File: src/rtl/cfg_reply_tx.sv
// cfg_reply_tx: serialises a captured reply (up to RPY_MAX bytes) into
// 9-bit N-Chars for an external output buffer, with an optional CRC-8
// byte and an EOP/EEP terminator. Writes are throttled by full_eobuf_i.
module cfg_reply_tx #(
  parameter int EXT_DW  = 9,
  parameter int RPY_MAX = 12
) (
  input  logic                 gclk,
  input  logic                 reset,
  input  logic                 start_i,
  input  logic [8*RPY_MAX-1:0] rpy_data_i,
  input  logic [3:0]           rpy_len_i,
  input  logic                 crc_en_i,
  input  logic                 abort_i,
  input  logic                 full_eobuf_i,
  output logic [EXT_DW-1:0]    EXT_data_o,
  output logic                 we_EXTport_o,
  output logic                 busy_o,
  output logic                 done_o,
  output logic                 eep_o,
  output logic                 rejected_o
);

  typedef enum logic [1:0] {
    IDLE = 2'd0,
    SEND = 2'd1,
    CRC  = 2'd2,
    TERM = 2'd3
  } state_t;

  state_t               r_state;
  state_t               w_next;
  logic [8*RPY_MAX-1:0] r_data;
  logic [3:0]           r_len;
  logic                 r_crc_en;
  logic [3:0]           r_idx;
  logic [7:0]           r_crc;
  logic                 r_eep;
  logic                 r_done;
  logic                 r_done_eep;
  logic                 r_rej;

  logic                 w_len_ok;
  logic                 w_accept;
  logic                 w_we;
  logic                 w_last;
  logic [7:0]           w_byte;
  logic [8:0]           w_char;

  // CRC-8, poly x^8+x^2+x+1, MSB first, one byte folded per call
  function automatic logic [7:0] crc8_fold(input logic [7:0] crc, input logic [7:0] b);
    logic [7:0] c;
    c = crc ^ b;
    for (int i = 0; i < 8; i++) begin
      c = c[7] ? ({c[6:0], 1'b0} ^ 8'h07) : {c[6:0], 1'b0};
    end
    return c;
  endfunction

  assign w_len_ok = (rpy_len_i != 4'd0) && (int'(rpy_len_i) <= RPY_MAX);
  assign w_accept = (r_state == IDLE) && start_i && w_len_ok;
  assign w_we     = (r_state != IDLE) && !full_eobuf_i;
  assign w_last   = (r_idx == (r_len - 4'd1));
  assign w_byte   = r_data[{r_idx, 3'b000} +: 8];

  // state register
  always_ff @(posedge gclk or posedge reset) begin
    if (reset) r_state <= IDLE;
    else       r_state <= w_next;
  end

  // next-state logic; abort wins over the normal SEND/CRC progression
  always_comb begin
    w_next = r_state;
    case (r_state)
      IDLE: if (w_accept) w_next = SEND;
      SEND: begin
        if (abort_i)           w_next = TERM;
        else if (w_we && w_last) w_next = r_crc_en ? CRC : TERM;
      end
      CRC:  if (abort_i || w_we) w_next = TERM;
      TERM: if (w_we) w_next = IDLE;
      default: w_next = IDLE;
    endcase
  end

  // output decode; character depends only on state so it holds while full
  always_comb begin
    w_char = 9'h000;
    case (r_state)
      IDLE:    w_char = 9'h000;
      SEND:    w_char = {1'b0, w_byte};
      CRC:     w_char = {1'b0, r_crc};
      TERM:    w_char = {1'b1, 7'b0, r_eep};
      default: w_char = 9'h000;
    endcase
  end

  assign EXT_data_o   = EXT_DW'(w_char);
  assign we_EXTport_o = w_we;
  assign busy_o       = (r_state != IDLE);
  assign done_o       = r_done;
  assign eep_o        = r_done_eep;
  assign rejected_o   = r_rej;

  // reply capture; payload needs no reset since it is reloaded on every accept
  always_ff @(posedge gclk) begin
    if (w_accept) begin
      r_data   <= rpy_data_i;
      r_len    <= rpy_len_i;
      r_crc_en <= crc_en_i;
    end
  end

  // byte index, running CRC, EEP flag and the one-cycle status pulses
  always_ff @(posedge gclk or posedge reset) begin
    if (reset) begin
      r_idx      <= 4'd0;
      r_crc      <= 8'h00;
      r_eep      <= 1'b0;
      r_done     <= 1'b0;
      r_done_eep <= 1'b0;
      r_rej      <= 1'b0;
    end else begin
      if (w_accept) begin
        r_idx <= 4'd0;
        r_crc <= 8'h00;
        r_eep <= 1'b0;
      end else if ((r_state == SEND) && w_we) begin
        r_idx <= r_idx + 4'd1;
        r_crc <= crc8_fold(r_crc, w_byte);
      end
      if (((r_state == SEND) || (r_state == CRC)) && abort_i) r_eep <= 1'b1;
      r_done     <= (r_state == TERM) && w_we;
      r_done_eep <= (r_state == TERM) && w_we && r_eep;
      r_rej      <= (r_state == IDLE) && start_i && !w_len_ok;
    end
  end

endmodule

File: config.mk
export PLATFORM = sky130hd
export DESIGN_NAME = cfg_reply_tx
export DESIGN_NICKNAME = d
export VERILOG_FILES = /design/src/rtl/cfg_reply_tx.sv
export SDC_FILE = /design/constraint.sdc
export NUM_CORES = 1
export LEC_CHECK = 0
export CAP_MARGIN = 20
export CORE_ASPECT_RATIO = 0.75
export CORE_MARGIN = 4
export CORE_UTILIZATION = 40
export CTS_BUF_LIST = sky130_fd_sc_hd__clkbuf_8
export CTS_CLUSTER_SIZE = 8
export DETAILED_ROUTE_END_ITERATION = 16
export PLACE_DENSITY = 0.66
export SYNTH_ARGS = -nofsm -noshare
export SYNTH_HDL_FRONTEND = slang
export SYNTH_SLANG_ARGS = --single-unit
File: constraint.sdc
create_clock -name gclk -period 9.6 [get_ports gclk]
set_clock_uncertainty 0.1 [all_clocks]
set_input_delay 1.92 -clock gclk [delete_from_list [all_inputs] [get_ports gclk]]
set_output_delay 1.92 -clock gclk [all_outputs]
set_load 0.02 [all_outputs]
# Yosys cells after proc, flatten, opt, wreduce, memory -nomap -nowiden
# Index checks and enable logic that the tools add are counted.
# Widths: inputs -> output; s select.
[op_classes]
n_lt_le_gt_ge = 1
n_bitwise = 9
n_eq_ne = 8
addsub = 2
div = 0
n_shift = 1
n_mux = 22
n_reduce_logical = 20
n_mul = 0
[ops]
columns = ["cell", "n"]
rows = [
  ["$shiftx 96x8->8", 1],
  ["$pmux 9 s4", 1],
  ["$mux 3", 8],
  ["$not 3->3", 8],
  ["$mux 8", 2],
  ["$logic_and 1x1->1", 10],
  ["$mux 2", 5],
  ["$mux 4", 2],
  ["$pmux 2 s4", 1],
  ["$xor 8x8->8", 1],
  ["$ne 2x2->1 const B", 3],
  ["$reduce_bool 2->1", 3],
  ["$add 4x1->4 const B", 1],
  ["$eq 2x2->1 const B", 2],
  ["$eq 4x4->1", 1],
  ["$le 4x4->1 const B", 1],
  ["$reduce_and 4->1", 1],
  ["$reduce_bool 4->1", 1],
  ["$sub 4x1->4 const B", 1],
  ["$mux 1", 3],
  ["$ne 3x3->1 const B", 1],
  ["$eq 2x1->1 const B", 1],
  ["$logic_not 1->1", 2],
  ["$logic_not 2->1", 1],
  ["$logic_or 1x1->1", 2],
]
[word_totals]
out_inout_bits = 14
romBits = 0
ram_bits = 0
wordCells = 73
ff_bits = 119
memories = 0
latchBits = 0
input_bits = 106

# Depth between registers and ports, before layout
# Gate-level depths: netlist of the first run.
[logic_depth]
word_depth = 20
ltp_mapped = 12
mapped_depth_nobuf = 9

# Least setup slack after synthesis of the first run
# Ideal clock, no wire load.
[synth_timing]
path_type = "input to register"
start = "input port rpy_len_i[1]"
end = "register r_crc[3]"
stages = 7
path_buffers = 1
t_arrival_ns = 6.259
required_time_ns = 9.376
setup_slack_ns = 3.117
setup_time_ns = 0.124
path_cell_list = "o21a_1 -> a21oi_1 -> and3_1 -> clkbuf_1 -> nor2_1 -> a21oi_1 -> o21ai_1"
[synth_between]
elab_chain_cells = 4
elab_cells_between_ends = 6
classes_between = "order compare (1); mux (1); reduce/logical (4)"
[synth_lines]
columns = ["item", "line", "rtl"]
rows = [
  ["from (decl)", "12", "input logic [3:0] rpy_len_i,"],
  ["$le 4x4->1 or $reduce_bool 4->1 (tied branches)", "60", "assign w_len_ok = (rpy_len_i != 4'd0) && (int'(rpy_len_i) <= RPY_MAX);"],
  ["$logic_and 1x1->1 (*)", "60", ""],
  ["$logic_and 1x1->1 (*)", "61", "assign w_accept = (r_state == IDLE) && start_i && w_len_ok;"],
  ["via w_accept", "44", "logic w_accept;"],
  ["$mux 8 or $reduce_bool 2->1 (tied branches)", "n/a", ""],
  ["to (signal assigned)", "131", "r_crc <= crc8_fold(r_crc, w_byte);"],
  ["to (decl)", "37", "logic [7:0] r_crc;"],
]
# Mark *: on every way through the listed nets, which the timed path passes. The rest lies on a longest branch.
# A chain may end at the register's enable or synchronous reset.

# Final worst setup path of the first run
[layout_timing]
start = "register r_idx[0]"
end = "output port EXT_data_o[6]"
[layout_between]
elab_chain_cells = 2
[layout_lines]
columns = ["item", "line", "rtl"]
rows = [
  ["from (decl)", "36", "logic [3:0] r_idx;"],
  ["from (signal assigned)", "130", "r_idx <= r_idx + 4'd1;"],
  ["$shiftx 96x8->8", "64", "assign w_byte = r_data[{r_idx, 3'b000} +: 8];"],
  ["$pmux 9 s4", "90", "case (r_state)"],
  ["to (decl)", "16", "output logic [EXT_DW-1:0] EXT_data_o,"],
]
# No other way between the ends.

==> metrics, run 1 <==
MaxCap Viol Count=0; Post CTS Setup Buffer Count=0; Via Count=3047; DRT Pass-1 Iters=4; CTS tree=built; internal power=1.28 mW; CP startpoint=r_idx[0]; synth unique cells=43; drt initial violations=213; pre-CTS setup slack=4.30 ns; crit path capture type=output port; TNS Setup=0 ns; cts repair resizes=0; commonest cells after routing, fill and taps aside=119 x clkdlybuf4s50_1, 101 x edfxtp_1, 17 x clkbuf_8, 17 x dfrtp_1, 16 x nand2_1; vias in the first global route=3272; final hold viol count=0; Post-Syn Area=5180 um^2; Slew Limit Fails=0; layout filler cell count=1020; Syn Area/Cell=16.6 um^2; nature of the critical path startpoint=flop; Seq cells post-synth=119; hold path startpoint=r_crc[4]; sw frac=0.351; Peak supply drop=0.118 mV; CTS Buffer Depth=2; die area=14900 um^2; Hold Crit Depth=2; total I/O pin count=120; CTS Root Cell=clkbuf_8; reg2reg setup slack=6.21 ns; Seq pwr share=0.380; GRT overflow=0; post-route design area=6880 um^2; ANT nets after route=0; gr usage total=0.154; outcome=completed; actual slew at the worst max-slew pin=0.992 ns; first-pass GRT wire length=17300 um; Final setup viols=0; synthesized instance count=312; commonest non-fill, non-tap cell in the layout=clkdlybuf4s50_1; initial cell density of the core=0.415; sequential fraction of the synthesis area=0.672; Slew headroom=0.339; chip width=139 um; CTS H-tree lvls=4; clock buffer count from CTS=17; clock sink count=119; dpl hpwl=7500 um; Hold Path Sink=r_crc[4]; CP max FO=32; vias per inst=4.93; Peak Freq=180 MHz; DP Area=6470 um^2; die height=107 um; layout cells sized above 1=0.133; post-route setup slack=4.04 ns; port buffer count=119; Comb power frac=0.396; clk_lat worst skew=0.42 ns; sw power=0.689 mW; Pwr Density=285 nW/um^2; clock slew at reported path FFs=0.07 ns; synth-to-layout area growth=32.9%; core box area=12500 um^2; Arrival @ worst endpoint=3.54 ns; CP required=7.58 ns; Avg WL per Cell=17.7 um; Residual DRC=0; global placement routability congestion=0.815; Final min period=5.56 ns; Total Wirelength=10900 um; RSZ-0062 raised after global routing=false; FP Rows=35; number of diodes=0; Worst Hold Class=reg -> reg; initial antenna violation count=0; Layout Nets=551; Clock Power Share=0.224; reg2reg path depth=8; Tcrit/Tclk final=0.579; Pleak=2.44 nW; syn_nets=424; largest net degree at the start of global routing=91; YS warnings=0; FF-to-FF End=r_crc[1]; Setup CP Type=reg -> out; hold buffer count at CTS=0; Reg-to-Reg Start=r_idx[0]
==> layer usage <==
layer	GRT usage	wire length, um
met1	0.222	5360
met2	0.218	4740
met3	0.0499	686
met4	0.0573	131
met5	0	0
==> metrics by stage <==
stage | instances | power [mW] | utilization | hold WS, ns
5_1_grt | 618 | 2.09 | 0.551 | 0.488
3_5_place_dp | 585 | 1.53 | 0.518 | 0.433
3_3_place_gp | 585 | 1.51 | 0.518 | 0.411
4_1_cts | 617 | 1.98 | 0.549 | 0.450
6_report | 618 | 1.96 | 0.551 | 0.443
2_1_floorplan | 312 | 1.33 | - | 0.397
==> how the worst max path moves through the flow <==
stage / endpoint / slack, ns / depth (start not counted)
5_1_grt: EXT_data_o[0] / 3.75 / 7
3_3_place_gp: we_EXTport_o / 4.35 / 3
6_report: EXT_data_o[6] / 4.04 / 7
3_5_place_dp: we_EXTport_o / 4.30 / 3
4_1_cts: EXT_data_o[0] / 3.95 / 7
2_1_floorplan: r_crc[3] / 3.12 / 7
==> power groups by stage <==
stage	combinational, mW	sequential [mW]	clock, mW
after detailed placement	0.768	0.762	0
final	0.777	0.746	0.441
after CTS	0.776	0.751	0.454
after global routing	0.848	0.761	0.480
after global placement	0.759	0.756	0
after floorplan	0.620	0.714	0
==> registers in the layout, summed over array words and instances, names as in the netlist <==
name        cells
r_eep           1
eep_o           1
r_crc_en        1
rejected_o      1
r_state         2
done_o          1
r_crc           8
r_len           4
r_data         96
r_idx           4
==> cell usage after synthesis, drive strengths merged <==
cell type	instances	share of area
edfxtp	101	0.59
mux4	20	0.091
dfrtp	18	0.087
nand2	16	0.012
o21ai	16	0.015
nor2	15	0.011
xor2	15	0.025
xnor2	14	0.029
inv	12	0.0087
mux2i	12	0.023
buf	11	0.020
a22oi	8	0.014
a21oi	6	0.0058
ha	6	0.014
nand3	6	0.0058
a221oi	4	0.0080
clkbuf	4	0.0070
nand2b	4	0.0048
nand3b	4	0.0058
and3	3	0.0036
or3	3	0.0036
and2	2	0.0024
and2b	2	0.0031
nor3	2	0.0019
o21a	2	0.0029
a21o	1	0.0014
a222oi	1	0.0019
a22o	1	0.0017
a31oi	1	0.0012
nand4	1	0.0012
nor4	1	0.0012
==> worst max-delay path, cell delays in order (launching register included) <==
cell and delay (ns):
dfrtp_2 1.03, mux4_1 0.69, nand2b_1 0.17, a22oi_1 0.35
nor2_1 0.07, a21oi_1 0.16, nor2_1 0.08, clkdlybuf4s50_1 0.56
==> cell type report <==
cell class / count / area (um^2) / share of cell area
clock buffer: 17 / 234 / 0.0340
clock inverter: 15 / 154 / 0.0224
inverter: 12 / 45.0 / 0.00654
multi-input combinational: 166 / 1520 / 0.220
sequential: 119 / 3480 / 0.506
tap: 166 / 208 / 0.0302
timing repair buffer: 123 / 1240 / 0.180
==> cell families (layout without fill, tap and decap cells) <==
| logic type | after synthesis | in the layout | synth area share |
|---|---|---|---|
| DFF | 119 | 119 | 0.672 |
| and+or+nand+nor | 59 | 59 | 0.0560 |
| AOI/OAI and AO/OA | 40 | 40 | 0.0527 |
| muxes | 32 | 32 | 0.114 |
| xor gates and xnor gates | 29 | 29 | 0.0548 |
| buffers and inverters | 27 | 167 | 0.0357 |
| adders and majority gates | 6 | 6 | 0.0145 |
Power figures use the tool's default switching activity.
==> run 2: changes to the inputs <==
PLACE_DENSITY = 0.69   (was 0.66)
clock period = 5.1 ns   (was 9.6 ns; I/O delays follow)
==> run 2 against run 1 <==
Net effect: highest routed layer unchanged; largest power group unchanged; clock-buffer cell count unchanged; critical endpoint unchanged; via count up 1.7%; total power rose by 97%; sequential power increased by 84%.
==> metrics, run 2 (synthesis results as in run 1) <==
core box area=12500 um^2 (unchanged); Pwr Density=557 nW/um^2 (+95%); CTS H-tree lvls=4 (unchanged); GRT overflow=0 (unchanged); commonest cells after routing, fill and taps aside=119 x clkdlybuf4s50_1, 101 x edfxtp_1, 17 x clkbuf_8, 17 x dfrtp_1, 16 x nand2_1; layout cells sized above 1=0.137 (+0.00412); clk_lat worst skew=0.43 ns (about the same); Biggest register=r_data; CP required=3.98 ns (-3.60 ns); drt initial violations=175 (-18%); die area=14900 um^2 (unchanged); clock sink count=119 (unchanged); MaxCap Viol Count=0 (unchanged); Seq pwr share=0.355 (-0.025); Layout Cells excl Fill=619 (+0.16%); Peak supply drop=0.258 mV (+120%); sw frac=0.339 (-0.0115); clock buffer count from CTS=17 (unchanged); commonest non-fill, non-tap cell in the layout=clkdlybuf4s50_1; vias per inst=5.00 (+1.5%); Worst Hold Class=reg -> reg; internal power=2.56 mW (+100%); initial cell density of the core=0.415 (unchanged); TNS Setup=0 ns (unchanged); chip width=139 um (unchanged); DRT Pass-1 Iters=4 (unchanged); die height=107 um (unchanged); Clock Power Share=0.260 (+0.036); Hold Crit Depth=1 (-1); total I/O pin count=120 (unchanged); first-pass GRT wire length=17300 um (-0.20%); Avg WL per Cell=17.7 um (+0.37%); clock slew at reported path FFs=0.07 ns (about the same); nature of the critical path startpoint=flop; Residual DRC=0 (unchanged); sw power=1.31 mW (+91%); reg2reg setup slack=2.04 ns (-4.17 ns); crit path capture type=output port; Slew headroom=0.391 (+0.0524); Total Wirelength=11000 um (+0.53%); layout filler cell count=976 (-4.3%); fin util=0.557 (+0.00581); largest net degree at the start of global routing=41 (-55%); port buffer count=119 (unchanged); hold buffer count at CTS=0 (unchanged); Post CTS Setup Buffer Count=0 (unchanged); global placement routability congestion=0.781 (-4.2%); dpl hpwl=7900 um (+5.3%); Slew Limit Fails=0 (unchanged); Tcrit/Tclk final=0.844; actual slew at the worst max-slew pin=0.906 ns (-0.0855 ns); Hold Path Sink=eep_o; top flop regs=r_data (96), r_crc (8); CP max FO=17 (-47%); Via Count=3098 (+1.7%); post-route design area=6960 um^2 (+1.1%); dpl cells=587 (+0.34%); DP Area=6480 um^2 (+0.23%); CTS tree=built; outcome=completed; Final min period=4.31 ns; final hold viol count=0 (unchanged); max reg flops=96 (unchanged); vias in the first global route=3211 (-1.9%); Comb power frac=0.386 (-0.010); Setup CP Type=reg -> out; ANT nets after route=0 (unchanged); gr usage total=0.153 (-0.000873); FF-to-FF End=r_crc[1]; Arrival @ worst endpoint=3.19 ns (-0.35 ns); reg2reg path depth=8 (unchanged); hold path startpoint=r_eep; Peak Freq=232 MHz; Reg-to-Reg Start=r_idx[0]; Pleak=2.48 nW (+1.7%); CTS Root Cell=clkbuf_8; FP Rows=35 (unchanged); RSZ-0062 raised after global routing=false; cts repair resizes=0 (unchanged); Layout Nets=552 (+0.18%); Final setup viols=0 (unchanged); initial antenna violation count=0 (unchanged); number of diodes=0 (unchanged); CTS Buffer Depth=2 (unchanged); synth-to-layout area growth=34.3%
## run 2: cell count changes in the layout (fill, tap and decap cells not counted)
cell,delta
bufinv_16,+3
clkinv_2,-3
buf_4,+2
clkinvlp_4,-2
buf_16,-1
clkinv_1,-1
clkinv_4,+1
inv_6,+1
inv_8,+1
## run 2: worst max-delay path, stage by stage (launching register included)
cell and delay, ns:
dfrtp_2 0.66, buf_4 0.29, mux4_2 0.53, a22oi_1 0.42
nor2_1 0.07, a21oi_1 0.13, nor2_1 0.07, clkdlybuf4s50_1 0.57
## run 2: per-stage QoR
step / total power [mW] / hold slack [ns] / setup slack (ns)
2_1_floorplan: 2.50 / 0.397 / 1.31
3_3_place_gp: 2.85 / 0.425 / 1.27
3_5_place_dp: 2.89 / 0.440 / 1.22
4_1_cts: 3.91 / 0.455 / 0.731
5_1_grt: 4.10 / 0.473 / 0.556
6_report: 3.87 / 0.454 / 0.793
## run 2: cell type report
cell class	instances	area [um^2]	area share
Tap cell	166	208	0.0299
Clock buffer	17	234	0.0336
Timing Repair Buffer	124	1230	0.177
Multi-Input combinational cell	166	1520	0.218
Inverter	12	45.0	0.00648
Sequential cell	119	3480	0.501
Clock inverter	15	239	0.0344
## run 2: worst max-delay path by stage
stage / startpoint / to / slack, ns / depth (start not counted)
CTS: r_idx[0] / EXT_data_o[6] / 0.73 / 7
global route: r_idx[0] / EXT_data_o[6] / 0.56 / 7
global placement: r_idx[0] / EXT_data_o[6] / 1.27 / 7
finish: r_idx[0] / EXT_data_o[6] / 0.79 / 7
detailed placement: r_idx[0] / EXT_data_o[6] / 1.22 / 7
floorplan: rpy_len_i[1] / r_state[0] / 1.31 / 9
## run 2: power groups by stage
stage	combinational (mW)	clock (mW)	sequential (mW)
after global routing	1.63	1.08	1.39
after global placement	1.46	0	1.39
final	1.49	1.01	1.37
after detailed placement	1.49	0	1.39
after CTS	1.50	1.03	1.37
after floorplan	1.17	0	1.33
## run 2: routing by layer
metal	part of all wire	routed length [um]	GRT usage	vias up
li1	-	-	-	1454
met1	0.46	5060	0.215	1503
met2	0.44	4850	0.220	131
met3	0.087	960	0.0540	10
met4	0.0095	104	0.0566	0
met5	0	0	0	-
